$ cat config.mk
export PLATFORM = sky130hd
export DESIGN_NAME = counter_access_unit
export DESIGN_NICKNAME = d
export VERILOG_FILES = /design/src/rtl/intel8254_pkg.sv /design/src/rtl/counter_access_unit_count_read_latch.sv /design/src/rtl/counter_access_unit.sv
export SDC_FILE = /design/constraint.sdc
export NUM_CORES = 1
export LEC_CHECK = 0
export CORE_MARGIN = 2
export CORE_UTILIZATION = 45
export CTS_BUF_LIST = sky130_fd_sc_hd__clkbuf_8
export CTS_CLUSTER_DIAMETER = 60
export DETAILED_ROUTE_END_ITERATION = 8
export DONT_BUFFER_PORTS = 1
export GPL_ROUTABILITY_DRIVEN = 0
export MAX_ROUTING_LAYER = met4
export PLACE_DENSITY = 0.59
export SYNTH_ARGS = -nofsm -noshare
export SYNTH_HDL_FRONTEND = slang
export SYNTH_SLANG_ARGS = --single-unit
$ cat constraint.sdc
create_clock -name clk -period 4.2 [get_ports clk]
set_input_delay 0 -clock clk [delete_from_list [all_inputs] [get_ports clk]]
set_output_delay 0 -clock clk [all_outputs]
set_load 0.05 [all_outputs]
$ cat src/rtl/intel8254_pkg.sv
// Shared definitions for the 8254 counter slices.
// Purpose : read/write-mode encoding, bus address constants, control-word,
//           read-back and status-byte bit positions, and the mode mapping
//           used when a control word is decoded.
// Ports   : none (package).
// Macros  : none here; COUNTER_READBACK_EN is consumed by the modules.
package intel8254_pkg;

   typedef enum logic [1:0] {
      RW_LATCH   = 2'b00,
      RW_LSB     = 2'b01,
      RW_MSB     = 2'b10,
      RW_LSB_MSB = 2'b11
   } rw_t;

   localparam logic [1:0] ADDR_CTRL   = 2'b11;
   localparam logic [1:0] SC_READBACK = 2'b11;
   localparam logic [2:0] MODE_RESET  = 3'b001;

   // Control word fields
   localparam int CW_SC_MSB = 7;
   localparam int CW_SC_LSB = 6;
   localparam int CW_RW_MSB = 5;
   localparam int CW_RW_LSB = 4;
   localparam int CW_M_MSB  = 3;
   localparam int CW_M_LSB  = 1;
   localparam int CW_BCD    = 0;

   // Read-back command: these bits are active-low "do latch" flags
   localparam int RB_NCOUNT  = 5;
   localparam int RB_NSTATUS = 4;

   // Status byte layout
   localparam int ST_OUT    = 7;
   localparam int ST_NULL   = 6;
   localparam int ST_RW_MSB = 5;
   localparam int ST_RW_LSB = 4;
   localparam int ST_M_MSB  = 3;
   localparam int ST_M_LSB  = 1;
   localparam int ST_BCD    = 0;

   // Modes 6 and 7 are aliases of modes 2 and 3.
   function automatic logic [2:0] map_mode(input logic [2:0] m);
      return (m[2:1] == 2'b11) ? {1'b0, m[1:0]} : m;
   endfunction

endpackage

$ cat src/rtl/counter_access_unit_count_read_latch.sv
// count_read_latch: read side of one 8254 counter.
// Purpose : holds the count latch (and status latch when read-back exists),
//           the read byte pointer, and the byte mux feeding the CPU read.
// Ports   : clk/rst        clock, async active-high reset
//           clear          drop latches and reset pointer (reprogramming)
//           latch_cmd      snapshot current_count if no latch held
//           status_cmd     snapshot status_in if no status held (read-back)
//           status_in      status byte to capture (read-back)
//           rd_strobe      a CPU byte read of this counter is happening
//           rw             programmed read/write mode
//           current_count  live count from the counter
//           rd_data        byte the next read returns (combinational)
// Macros  : COUNTER_READBACK_EN adds the status latch.
module count_read_latch
   import intel8254_pkg::*;
(
   input  logic        clk,
   input  logic        rst,
   input  logic        clear,
   input  logic        latch_cmd,
`ifdef COUNTER_READBACK_EN
   input  logic        status_cmd,
   input  logic [7:0]  status_in,
`endif
   input  logic        rd_strobe,
   input  logic [1:0]  rw,
   input  logic [15:0] current_count,
   output logic [7:0]  rd_data
);

   logic [15:0] latch_q, latch_d;
   logic        latched_q, latched_d;
   logic        rd_msb_q, rd_msb_d;
   logic [15:0] src;
`ifdef COUNTER_READBACK_EN
   logic [7:0]  status_q, status_d;
   logic        status_held_q, status_held_d;
`endif

   always_comb begin
      latch_d   = latch_q;
      latched_d = latched_q;
      rd_msb_d  = rd_msb_q;
      src       = latched_q ? latch_q : current_count;
      case (rw)
         RW_MSB:     rd_data = src[15:8];
         RW_LSB_MSB: rd_data = rd_msb_q ? src[15:8] : src[7:0];
         default:    rd_data = src[7:0];
      endcase
`ifdef COUNTER_READBACK_EN
      status_d      = status_q;
      status_held_d = status_held_q;
      // A held status byte is always returned before any count byte.
      if (status_held_q) rd_data = status_q;
`endif

      if (clear) begin
         latched_d = 1'b0;
         rd_msb_d  = 1'b0;
`ifdef COUNTER_READBACK_EN
         status_held_d = 1'b0;
`endif
      end else begin
         if (rd_strobe) begin
`ifdef COUNTER_READBACK_EN
            if (status_held_q) begin
               status_held_d = 1'b0;
            end else
`endif
            // The latch is released once the last byte of the rw sequence goes out.
            if (rw == RW_LSB_MSB) begin
               rd_msb_d = ~rd_msb_q;
               if (rd_msb_q) latched_d = 1'b0;
            end else begin
               latched_d = 1'b0;
            end
         end
         if (latch_cmd && !latched_q) begin
            latch_d   = current_count;
            latched_d = 1'b1;
         end
`ifdef COUNTER_READBACK_EN
         if (status_cmd && !status_held_q) begin
            status_d      = status_in;
            status_held_d = 1'b1;
         end
`endif
      end
   end

   always_ff @(posedge clk or posedge rst) begin
      if (rst) begin
         latch_q   <= '0;
         latched_q <= 1'b0;
         rd_msb_q  <= 1'b0;
`ifdef COUNTER_READBACK_EN
         status_q      <= '0;
         status_held_q <= 1'b0;
`endif
      end else begin
         latch_q   <= latch_d;
         latched_q <= latched_d;
         rd_msb_q  <= rd_msb_d;
`ifdef COUNTER_READBACK_EN
         status_q      <= status_d;
         status_held_q <= status_held_d;
`endif
      end
   end

endmodule

$ cat src/rtl/counter_access_unit.sv
// counter_access_unit: CPU-side access stage for one 8254 counter.
// Purpose : decodes control words and count writes, assembles the 16-bit
//           initial count and issues a one-cycle load strobe; serves count
//           reads and latch commands through count_read_latch.
// Ports   : clk, rst (async active-high); wr_en, rd_en, addr, data_in,
//           data_out (registered read data); count_out, count_load, cs_out,
//           mode_out, bcd_out, null_count to the counter; current_count and
//           out_in from the counter.
// Macros  : COUNTER_READBACK_EN enables the SC=11 read-back command.
module counter_access_unit
   import intel8254_pkg::*;
#(
   parameter logic [1:0] COUNTER_ID = 2'd0
) (
   input  logic        clk,
   input  logic        rst,
   input  logic        wr_en,
   input  logic        rd_en,
   input  logic [1:0]  addr,
   input  logic [7:0]  data_in,
   output logic [7:0]  data_out,
   output logic [15:0] count_out,
   output logic        count_load,
   output logic        cs_out,
   output logic [2:0]  mode_out,
   output logic        bcd_out,
   output logic        null_count,
   input  logic [15:0] current_count,
   input  logic        out_in
);

   logic [1:0]  rw_q, rw_d;
   logic [2:0]  mode_q, mode_d;
   logic        bcd_q, bcd_d;
   logic        cs_q, cs_d;
   logic        null_q, null_d;
   logic        load_q, load_d;
   logic        wr_msb_q, wr_msb_d;
   logic [15:0] count_q, count_d;
   logic [7:0]  staged_q, staged_d;
   logic [7:0]  data_out_q, data_out_d;
   logic        latch_cmd, clear_latch, rd_strobe;
   logic [7:0]  rd_data;
   logic [1:0]  cw_sc, cw_rw;

`ifdef COUNTER_READBACK_EN
   localparam int RB_SEL_BIT = int'(COUNTER_ID) + 1;
   logic        status_cmd;
   logic [7:0]  status_byte;

   always_comb begin
      status_byte                      = '0;
      status_byte[ST_OUT]              = out_in;
      status_byte[ST_NULL]             = null_q;
      status_byte[ST_RW_MSB:ST_RW_LSB] = rw_q;
      status_byte[ST_M_MSB:ST_M_LSB]   = mode_q;
      status_byte[ST_BCD]              = bcd_q;
   end
`else
   logic unused_out_in;
   assign unused_out_in = out_in;
`endif

   assign cw_sc = data_in[CW_SC_MSB:CW_SC_LSB];
   assign cw_rw = data_in[CW_RW_MSB:CW_RW_LSB];

   // A write on the same cycle wins, so the read side only sees clean reads.
   assign rd_strobe = rd_en && !wr_en && (addr == COUNTER_ID);

   always_comb begin
      rw_d        = rw_q;
      mode_d      = mode_q;
      bcd_d       = bcd_q;
      cs_d        = cs_q;
      null_d      = null_q;
      load_d      = 1'b0;
      wr_msb_d    = wr_msb_q;
      count_d     = count_q;
      staged_d    = staged_q;
      data_out_d  = data_out_q;
      latch_cmd   = 1'b0;
      clear_latch = 1'b0;
`ifdef COUNTER_READBACK_EN
      status_cmd  = 1'b0;
`endif

      if (wr_en && addr == ADDR_CTRL) begin
         if (cw_sc == COUNTER_ID) begin
            if (cw_rw == RW_LATCH) begin
               latch_cmd = 1'b1;
            end else begin
               // Programming idles the counter and abandons any half-written count.
               rw_d        = cw_rw;
               mode_d      = map_mode(data_in[CW_M_MSB:CW_M_LSB]);
               bcd_d       = data_in[CW_BCD];
               cs_d        = 1'b0;
               null_d      = 1'b1;
               wr_msb_d    = 1'b0;
               clear_latch = 1'b1;
            end
         end
`ifdef COUNTER_READBACK_EN
         else if (cw_sc == SC_READBACK && data_in[RB_SEL_BIT]) begin
            latch_cmd  = !data_in[RB_NCOUNT];
            status_cmd = !data_in[RB_NSTATUS];
         end
`endif
      end else if (wr_en && addr == COUNTER_ID) begin
         case (rw_q)
            RW_LSB: begin
               count_d = {8'h00, data_in};
               load_d  = 1'b1;
            end
            RW_MSB: begin
               count_d = {data_in, 8'h00};
               load_d  = 1'b1;
            end
            RW_LSB_MSB: begin
               wr_msb_d = ~wr_msb_q;
               if (wr_msb_q) begin
                  count_d = {data_in, staged_q};
                  load_d  = 1'b1;
               end else begin
                  staged_d = data_in;
               end
            end
            default: ;
         endcase
         if (load_d) begin
            cs_d   = 1'b1;
            null_d = 1'b0;
         end
      end else if (rd_en) begin
         if (addr == COUNTER_ID) data_out_d = rd_data;
         else if (addr == ADDR_CTRL) data_out_d = 8'h00;
      end
   end

   always_ff @(posedge clk or posedge rst) begin
      if (rst) begin
         rw_q       <= RW_LSB_MSB;
         mode_q     <= MODE_RESET;
         bcd_q      <= 1'b0;
         cs_q       <= 1'b0;
         null_q     <= 1'b1;
         load_q     <= 1'b0;
         wr_msb_q   <= 1'b0;
         count_q    <= '0;
         staged_q   <= '0;
         data_out_q <= '0;
      end else begin
         rw_q       <= rw_d;
         mode_q     <= mode_d;
         bcd_q      <= bcd_d;
         cs_q       <= cs_d;
         null_q     <= null_d;
         load_q     <= load_d;
         wr_msb_q   <= wr_msb_d;
         count_q    <= count_d;
         staged_q   <= staged_d;
         data_out_q <= data_out_d;
      end
   end

   count_read_latch u_read (
      .clk           (clk),
      .rst           (rst),
      .clear         (clear_latch),
      .latch_cmd     (latch_cmd),
`ifdef COUNTER_READBACK_EN
      .status_cmd    (status_cmd),
      .status_in     (status_byte),
`endif
      .rd_strobe     (rd_strobe),
      .rw            (rw_q),
      .current_count (current_count),
      .rd_data       (rd_data)
   );

   assign data_out   = data_out_q;
   assign count_out  = count_q;
   assign count_load = load_q;
   assign cs_out     = cs_q;
   assign mode_out   = mode_q;
   assign bcd_out    = bcd_q;
   assign null_count = null_q;

endmodule

Word level (Yosys, flattened, before mapping)
Index checks and enable logic that the tools add are counted.
{"block": "totals", "ff_bits": 60, "input_bits": 31, "out_inout_bits": 31, "elab_cells": 97}
{"block": "op_classes", "eq_ne": 9, "mux": 41, "bitwise": 6, "reduce_logical": 28}
{"operator": "case mux 16 bit (3 select lines)", "n": 1}
{"operator": "two-way mux 1 bit", "n": 32}
{"operator": "two-way mux 16 bit", "n": 2}
{"operator": "two-way mux 8 bit", "n": 3}
{"operator": "AND reduction 4 bit", "n": 5}
{"operator": "case mux 8 bit (2 select lines)", "n": 1}
{"operator": "nonzero test 2 bit", "n": 6}
{"operator": "== test 2 bit, second input constant", "n": 4}
{"operator": "logical NOT 2 bit", "n": 3}
{"operator": "NOT 1 bit", "n": 6}
{"operator": "AND reduction 2 bit", "n": 3}
{"operator": "nonzero test 3 bit", "n": 2}
{"operator": "logical AND 1 bit", "n": 5}
{"operator": "!= test 2 bit, second input constant", "n": 2}
{"operator": "!= test 4 x 3 -> 1 bit, second input constant", "n": 1}
{"operator": "two-way mux 3 bit", "n": 1}
{"operator": "AND reduction 3 bit", "n": 1}
{"operator": "== test 2 x 1 -> 1 bit, second input constant", "n": 1}
{"operator": "logical NOT 1 bit", "n": 2}
{"operator": "!= test 2 x 1 -> 1 bit, second input constant", "n": 1}
{"operator": "case mux 1 bit (2 select lines)", "n": 1}
{"operator": "OR reduction 2 bit", "n": 1}

Longest topological paths before layout
Gate-level depths: netlist of the first run.
{"block": "logic_depth", "depth_word": 8, "ltp_mapped": 6, "depth_no_buf": 5}

Hierarchy
A second synthesis of the first run with hierarchy kept.
{"block": "hier_totals", "cells_unflattened": 229, "area_unflattened_um2": 2929.1}
{"module": "counter_access_unit", "instances": 1, "cells_each": 175, "area_each_um2": 2010.7, "seq_area_each_um2": 1056.0}
{"module": "count_read_latch", "instances": 1, "cells_each": 54, "area_each_um2": 918.4, "seq_area_each_um2": 450.4}

Worst setup path after synthesis of the first run
No wires, ideal clock.
{"block": "synth_path", "path_type": "register to register", "start": "reg rw_q[1]", "end": "reg count_q[2] (netlist: count_out[2])", "setup_time_ns": 0.125, "arrival_time_ns": 1.706, "required_ns": 4.075, "setup_slack_ns": 2.369, "stages_incl_launch_ff": 7, "n_path_buf": 2, "period_less_slack_ns": 1.831, "cell_sequence": "dfstp_2 -> ha_1 -> clkbuf_1 -> nor2b_1 -> nor3_4 -> buf_8 -> mux2_4"}
{"block": "synth_via", "elab_chain_cells": 3, "elab_cells_between_ends": 7, "cone_classes": "eq/ne: 4; mux: 1; reduce/logical: 2"}
{"element": "from (decl)", "line_no": "counter_access_unit.sv:32", "rtl": "logic [1:0] rw_q, rw_d;"}
{"element": "from (signal assigned)", "line_no": "counter_access_unit.sv:152", "rtl": "rw_q <= rw_d;"}
{"element": "== test 2 bit / == test 2 x 1 -> 1 bit (equally long branches)", "line_no": "counter_access_unit.sv:109", "rtl": "case (rw_q)"}
{"element": "!= test 2 bit (no line) / nonzero test 3 bit (equally long branches)"}
{"element": "AND reduction 4 bit (no line)"}
{"element": "to (signal assigned)", "line_no": "counter_access_unit.sv:159", "rtl": "count_q <= count_d;"}
{"element": "to (decl)", "line_no": "counter_access_unit.sv:39", "rtl": "logic [15:0] count_q, count_d;"}
Several ways; a longest one is shown, not always the timed one.
A chain may end at the register's enable or synchronous reset.

Worst setup path in the final report of the first run
{"block": "layout_path", "start": "reg rw_q[1]", "end": "reg count_q[1] (netlist: count_out[1])"}
The elaborated chain is that of the path after synthesis.

==> results of run 1 <==
worst register-to-register path: stages, from the launching register on:
cell	delay, ns
dfstp_2	0.39
ha_1	0.40
nor2b_1	0.27
nor3_4	0.71
mux2_2	0.42
stage by stage:
step,cell area [µm²],util,worst slack (ns)
6_report,3350,0.559,1.89
2_1_floorplan,2830,-,2.37
3_5_place_dp,2870,0.478,1.87
4_1_cts,3350,0.559,1.86
3_3_place_gp,2870,0.478,1.93
5_1_grt,3350,0.559,1.74
worst max-delay path by stage:
stage          startpoint           end  cells after the start
3_5_place_dp      rw_q[1]  count_out[1]                      4
4_1_cts           rw_q[1]  count_out[1]                      4
5_1_grt           rw_q[1]  count_out[1]                      4
2_1_floorplan     rw_q[1]  count_out[2]                      6
3_3_place_gp      rw_q[1]  count_out[9]                      4
6_report          rw_q[1]  count_out[1]                      4
final cells by class:
class	instances	area (µm²)
sequential	60	1510
clock inverter	5	50.0
multi-input combinational	133	1220
tap	75	93.8
fill	490	2640
inverter	9	33.8
timing repair buffer	29	288
clock buffer	11	151
layer usage:
layer | track usage | vias up | routed length, µm
met2 | 0.292 | 52 | 2940
met3 | 0.0447 | 11 | 274
met4 | 0.0760 | 0 | 87
met1 | 0.233 | 954 | 2530
met5 | - | - | 0
li1 | - | 845 | -
cells by family (layout without fill, tap and decap cells):
kind of cell / count (synthesis) / in the layout / share of synthesized area
DFF: 60 / 60 / 0.533
muxes: 61 / 61 / 0.242
AOI/OAI and AO/OA: 41 / 41 / 0.104
xor gates and xnor gates: 1 / 1 / 0.00310
and+or+nand+nor: 26 / 26 / 0.0660
buffers and inverters: 20 / 54 / 0.0336
adders and majority gates: 4 / 4 / 0.0177
what timing repair did:
action / CTS / global route
hold buffers: 28 / 0
gates resized for setup: 0 / 0
hold endpoints to repair: 114 / 0
power groups by stage:
| stage | logic, W | registers (W) | clock network (W) |
|---|---|---|---|
| final | 0.000361 | 0.00115 | 0.000521 |
| after global routing | 0.000404 | 0.00116 | 0.000572 |
| after CTS | 0.000367 | 0.00115 | 0.000537 |
| after detailed placement | 0.000341 | 0.00116 | 0 |
| after global placement | 0.000325 | 0.00115 | 0 |
| after floorplan | 0.000315 | 0.00110 | 0 |
layout by cell type (no fill, tap or decap), drive strengths merged:
master       synthesis  layout
dfrtp               56      56
mux2                41      41
dlygate4sd3          0      28
mux2i               20      20
a22o                16      16
clkbuf               3      11
inv                  9       9
o21ai                8       8
o22ai                8       8
nor2b                6       6
ha                   4       4
clkinv               0       4
dfstp                4       4
nor2                 3       3
a21oi                3       3
nor3                 3       3
and3                 2       2
nand3                2       2
nand3b               2       2
o211ai               2       2
a21o                 2       2
nand4b               1       1
or3b                 1       1
nand2b               1       1
or4b                 1       1
or3                  1       1
nor4                 1       1
nor4b                1       1
xnor2                1       1
nand2                1       1
o2111ai              1       1
o221a                1       1
bufinv               0       1
buf                  8       1
registers in the layout (all words and copies together), names as in the netlist, 2 cells and up:
signal / count
data_out: 8
staged_q: 8
rw_q: 2
u_read.latch_q: 16
count_out: 16
mode_out: 3
==> flow_summary.toml, run 1 <==
[logic_synthesis]
synth_top_area_frac = 0.496
synth-seq-cells = 60
synth_edf_count = 0
synthesis.nets = 248
syn-cell-area_mm2 = 0.00283
synth.most_common_cell = "dfrtp_1"
synth-async-reset-ratio = 1.00
synthTopCellsByArea = "dfrtp_1 50%, mux2_2 14%, mux2i_1 7.1%, a22o_1 5.0%, dfstp_2 3.7%"
ys.flop_type = "dfrtp_1"
ys_types = 34
synth_commonest_cells = "56 x dfrtp_1, 35 x mux2_2, 20 x mux2i_1"
syn_area_per_cell_um2 = 13.3
yosys_warnings = 0
yosysSeqAreaShare = 0.533
yosys.area.top_type = "dfrtp_1"
syn_inst = 213

[global_route]
grt_pass1_vias = 2017
grt_antenna_before_repair = 0
grt_overflow = 0
grt_max_degree = 61
grt_pass1_wl_um = 10000
track_usage = 0.186

[hold_path]
holdCritPathClass = "in -> reg"
holdPathStages = 3
hold_end = "wr_msb_q"
min_from = "data_in[5]"

[clock_tree]
post_cts_buffers = 0
numCtsBuffers = 9
cts_tree = "built"
clock-sinks = 60
cts.clk_slew.worst_paths_ns = 0.07
root_buffer = "clkbuf_8"
clk_latency_ns = 0.33
clockBufferDepth = 2
htreeDepth = 3

[drt]
antenna_left = 0
vias_per_cell = 5.78
vias = 1862
wire_per_inst_um = 18.1
drtPass1Iterations = 4
totalWireLength_um = 5830
drc = 0
dr.first_iter.drc_count = 69

[setup_path]
worstReg2RegStart = "rw_q[1]"
reg2reg_depth = 4
crit_arrival_ns = 2.52
path_class = "reg -> reg"
critPathLaunchType = "flip-flop"
reg2reg_slack_ns = 1.89
critical_path_required_ns = 4.41
critPathTopFamily = "simple AND/OR/NAND/NOR gates"
cp_num_buf_inv = 0
path_max_fanout = 18
slowest_delay_ns = 0.71
crit_path_cell_trace = "ha_1 > nor2b_1 > nor3_4 > mux2_2"
critPathSlowestCell = "nor3_4"
timing.rr.end = "count_out[1]"
end_kind = "flip-flop"

[die]
fp.coreArea_mm2 = 0.00599
die_x_um = 83.3
ioPinCount = 62
die_h_um = 83.3
rows = 28
die-area_mm2 = 0.00693
initial_core_util = 0.472

[power]
p_comb_frac = 0.178
leakage_nw = 1.56
clkPwrFrac = 0.257
ir_drop_mv = 0.264
intPower_w = 0.00122
power.density_mw_per_mm2 = 606
power.total_w = 0.00203
p_switching_w = 0.000804
pwr-share-seq = 0.565
sw_frac_of_total = 0.397

[timing]
fin_crit_sh = 0.549
rsz0062_at_grt = "false"
hold-worst-slack_ns = 0.0154
worst_pin_slew_ns = 0.964
report.final.slew_viol_count = 0
hold_violations = 0
setup_viol = 0
period_needed_ns = 2.31
slew_headroom = 0.358
fmax_ghz = 0.434
tns_ns = 0
fin_skew_ns = 0.00886

[layout]
final_cells = 322
final_nets = 277
drive_gt1_frac = 0.275
area_growth_pct = 18.5
diodes = 0

[run_status]
status = "finished clean"

[placed_design]
dp_hpwl_um = 3940
dp.cells = 278
port_buffers = 0

[job]
cap_viol_max_count = 0
(Power assumes the default switching activity.)
==> run 2: changes to the inputs <==
==> constraint.sdc (replaced) <==
create_clock -name clk -period 2.3 [get_ports clk]
set_input_delay 0 -clock clk [delete_from_list [all_inputs] [get_ports clk]]
set_output_delay 0 -clock clk [all_outputs]
set_load 0.05 [all_outputs]
==> flow_summary.toml, run 2 (synthesized netlist as in run 1, its figures left out) <==
[run_status]
status = "finished clean"

[layout]
layout_commonest_cell = "dfrtp_1"
final_nets = 283
layout_common_cells = "56 x dfrtp_1, 35 x mux2_2, 29 x dlygate4sd3_1, 20 x mux2i_1, 16 x a22o_1"
diodes = 0
post-route-util = 0.560
area_growth_pct = 18.7
drive_gt1_frac = 0.278

[power]
leakage_nw = 1.57
sw_frac_of_total = 0.410
pwr-share-seq = 0.572
intPower_w = 0.00211
power.density_mw_per_mm2 = 1070
clkPwrFrac = 0.220
power.total_w = 0.00358
p_comb_frac = 0.209
p_switching_w = 0.00147
ir_drop_mv = 0.602

[clock_tree]
clock-sinks = 60
clk_latency_ns = 0.34
post_cts_buffers = 0
cts_tree = "built"
clockBufferDepth = 2
cts.clk_slew.worst_paths_ns = 0.07
numCtsBuffers = 9
root_buffer = "clkbuf_8"
htreeDepth = 3

[timing]
tns_ns = 0
report.final.slew_viol_count = 0
setup_viol = 0
fin_crit_sh = 0.950
hold_violations = 0
rsz0062_at_grt = "false"
fin_skew_ns = 0.0108
slew_headroom = 0.363
fmax_ghz = 0.458
worst_pin_slew_ns = 0.952
period_needed_ns = 2.19

[die]
fp.coreArea_mm2 = 0.00599
initial_core_util = 0.472
die_x_um = 83.3
ioPinCount = 62
rows = 28
die_h_um = 83.3
die-area_mm2 = 0.00693

[global_route]
grt_pass1_wl_um = 10300
grt_overflow = 0
grt_max_degree = 41
grt_pass1_vias = 2012
track_usage = 0.195
grt_antenna_before_repair = 0

[hold_path]
holdCritPathClass = "in -> reg"
holdPathStages = 3

[setup_path]
critPathSlowestCell = "nor3_4"
reg2reg_slack_ns = 0.11
critical_path_required_ns = 2.52
path_max_fanout = 16
path_class = "reg -> reg"
reg2reg_depth = 4
crit_arrival_ns = 2.40
end_kind = "flip-flop"
slowest_delay_ns = 0.80
crit_path_cell_trace = "inv_1 > ha_1 > nor3_4 > mux2_2"
critPathLaunchType = "flip-flop"

[drt]
wire_per_inst_um = 18.9
drc = 0
drtPass1Iterations = 4
totalWireLength_um = 6190
antenna_left = 0
dr.first_iter.drc_count = 100
vias_per_cell = 5.71
vias = 1867

[job]
cap_viol_max_count = 0

[placed_design]
dp_hpwl_um = 4170
port_buffers = 0
[run 2: changes by cell type in the layout (fill, tap and decap cells not counted), sizes merged]
cell	delta
dlygate4sd3	+1
inv	+2
clkinv	-1
bufinv	-1
buf	+5
clkbuf	-1
[run 2: path summary, 6_finish.rpt]
path,startpoint,endpoint
hold reg to reg,u_read.latch_q[15],u_read.latch_q[15]
min in group asynchronous,rst,count_out[6]
hold / removal,current_count[8],data_out[0]
setup reg to reg,rw_q[0],count_out[1]
max in group asynchronous,rst,mode_out[0]
setup / recovery,rw_q[0],count_out[1]
[run 2: repair_timing]
action | CTS | global route
gates resized for setup | 0 | 0
hold buffers | 29 | 0
hold endpoints to repair | 77 | 0
[run 2: area by class of cell]
cell class	count	area, µm²
clock buffers	10	138
multi-input cells	133	1220
well taps	75	93.8
repair buffers	35	335
inverters	9	33.8
fillers	479	2640
flip-flops and latches	60	1510
clock inverters	5	22.5
[run 2: metrics by stage]
stage                     hold WS (ns)  instance area [µm²]  setup WS, ns  std cells
final                           0.0113                 3350         0.115        327
after global routing            0.0131                 3350       0.00244        327
after CTS                      0.00335                 3350         0.108        327
after detailed placement       -0.0871                 2900         0.129        283
after global placement          -0.105                 2900         0.211        283
after floorplan                  0.141                 2830         0.469        213
[run 2: layer usage]
layer / part of all wire / GRT usage / vias up
li1: - / - / 854
met1: 0.43 / 0.221 / 957
met2: 0.51 / 0.334 / 45
met3: 0.038 / 0.0398 / 11
met4: 0.018 / 0.0864 / 0
met5: 0 / - / -
[run 2: power groups by stage]
stage / logic [W] / clock network, W / registers, W
2_1_floorplan: 0.000575 / 0 / 0.00201
5_1_grt: 0.000824 / 0.000858 / 0.00208
6_report: 0.000748 / 0.000787 / 0.00205
4_1_cts: 0.000752 / 0.000803 / 0.00205
3_5_place_dp: 0.000701 / 0 / 0.00207
3_3_place_gp: 0.000668 / 0 / 0.00206
[run 2: worst max-delay path, delay by kind of cell (launching register included)]
family	cells	cell delay (ns)
flops	1	0.53
buf+inv	1	0.08
fa+ha+maj	1	0.23
simple gates	1	0.80
mux	1	0.43
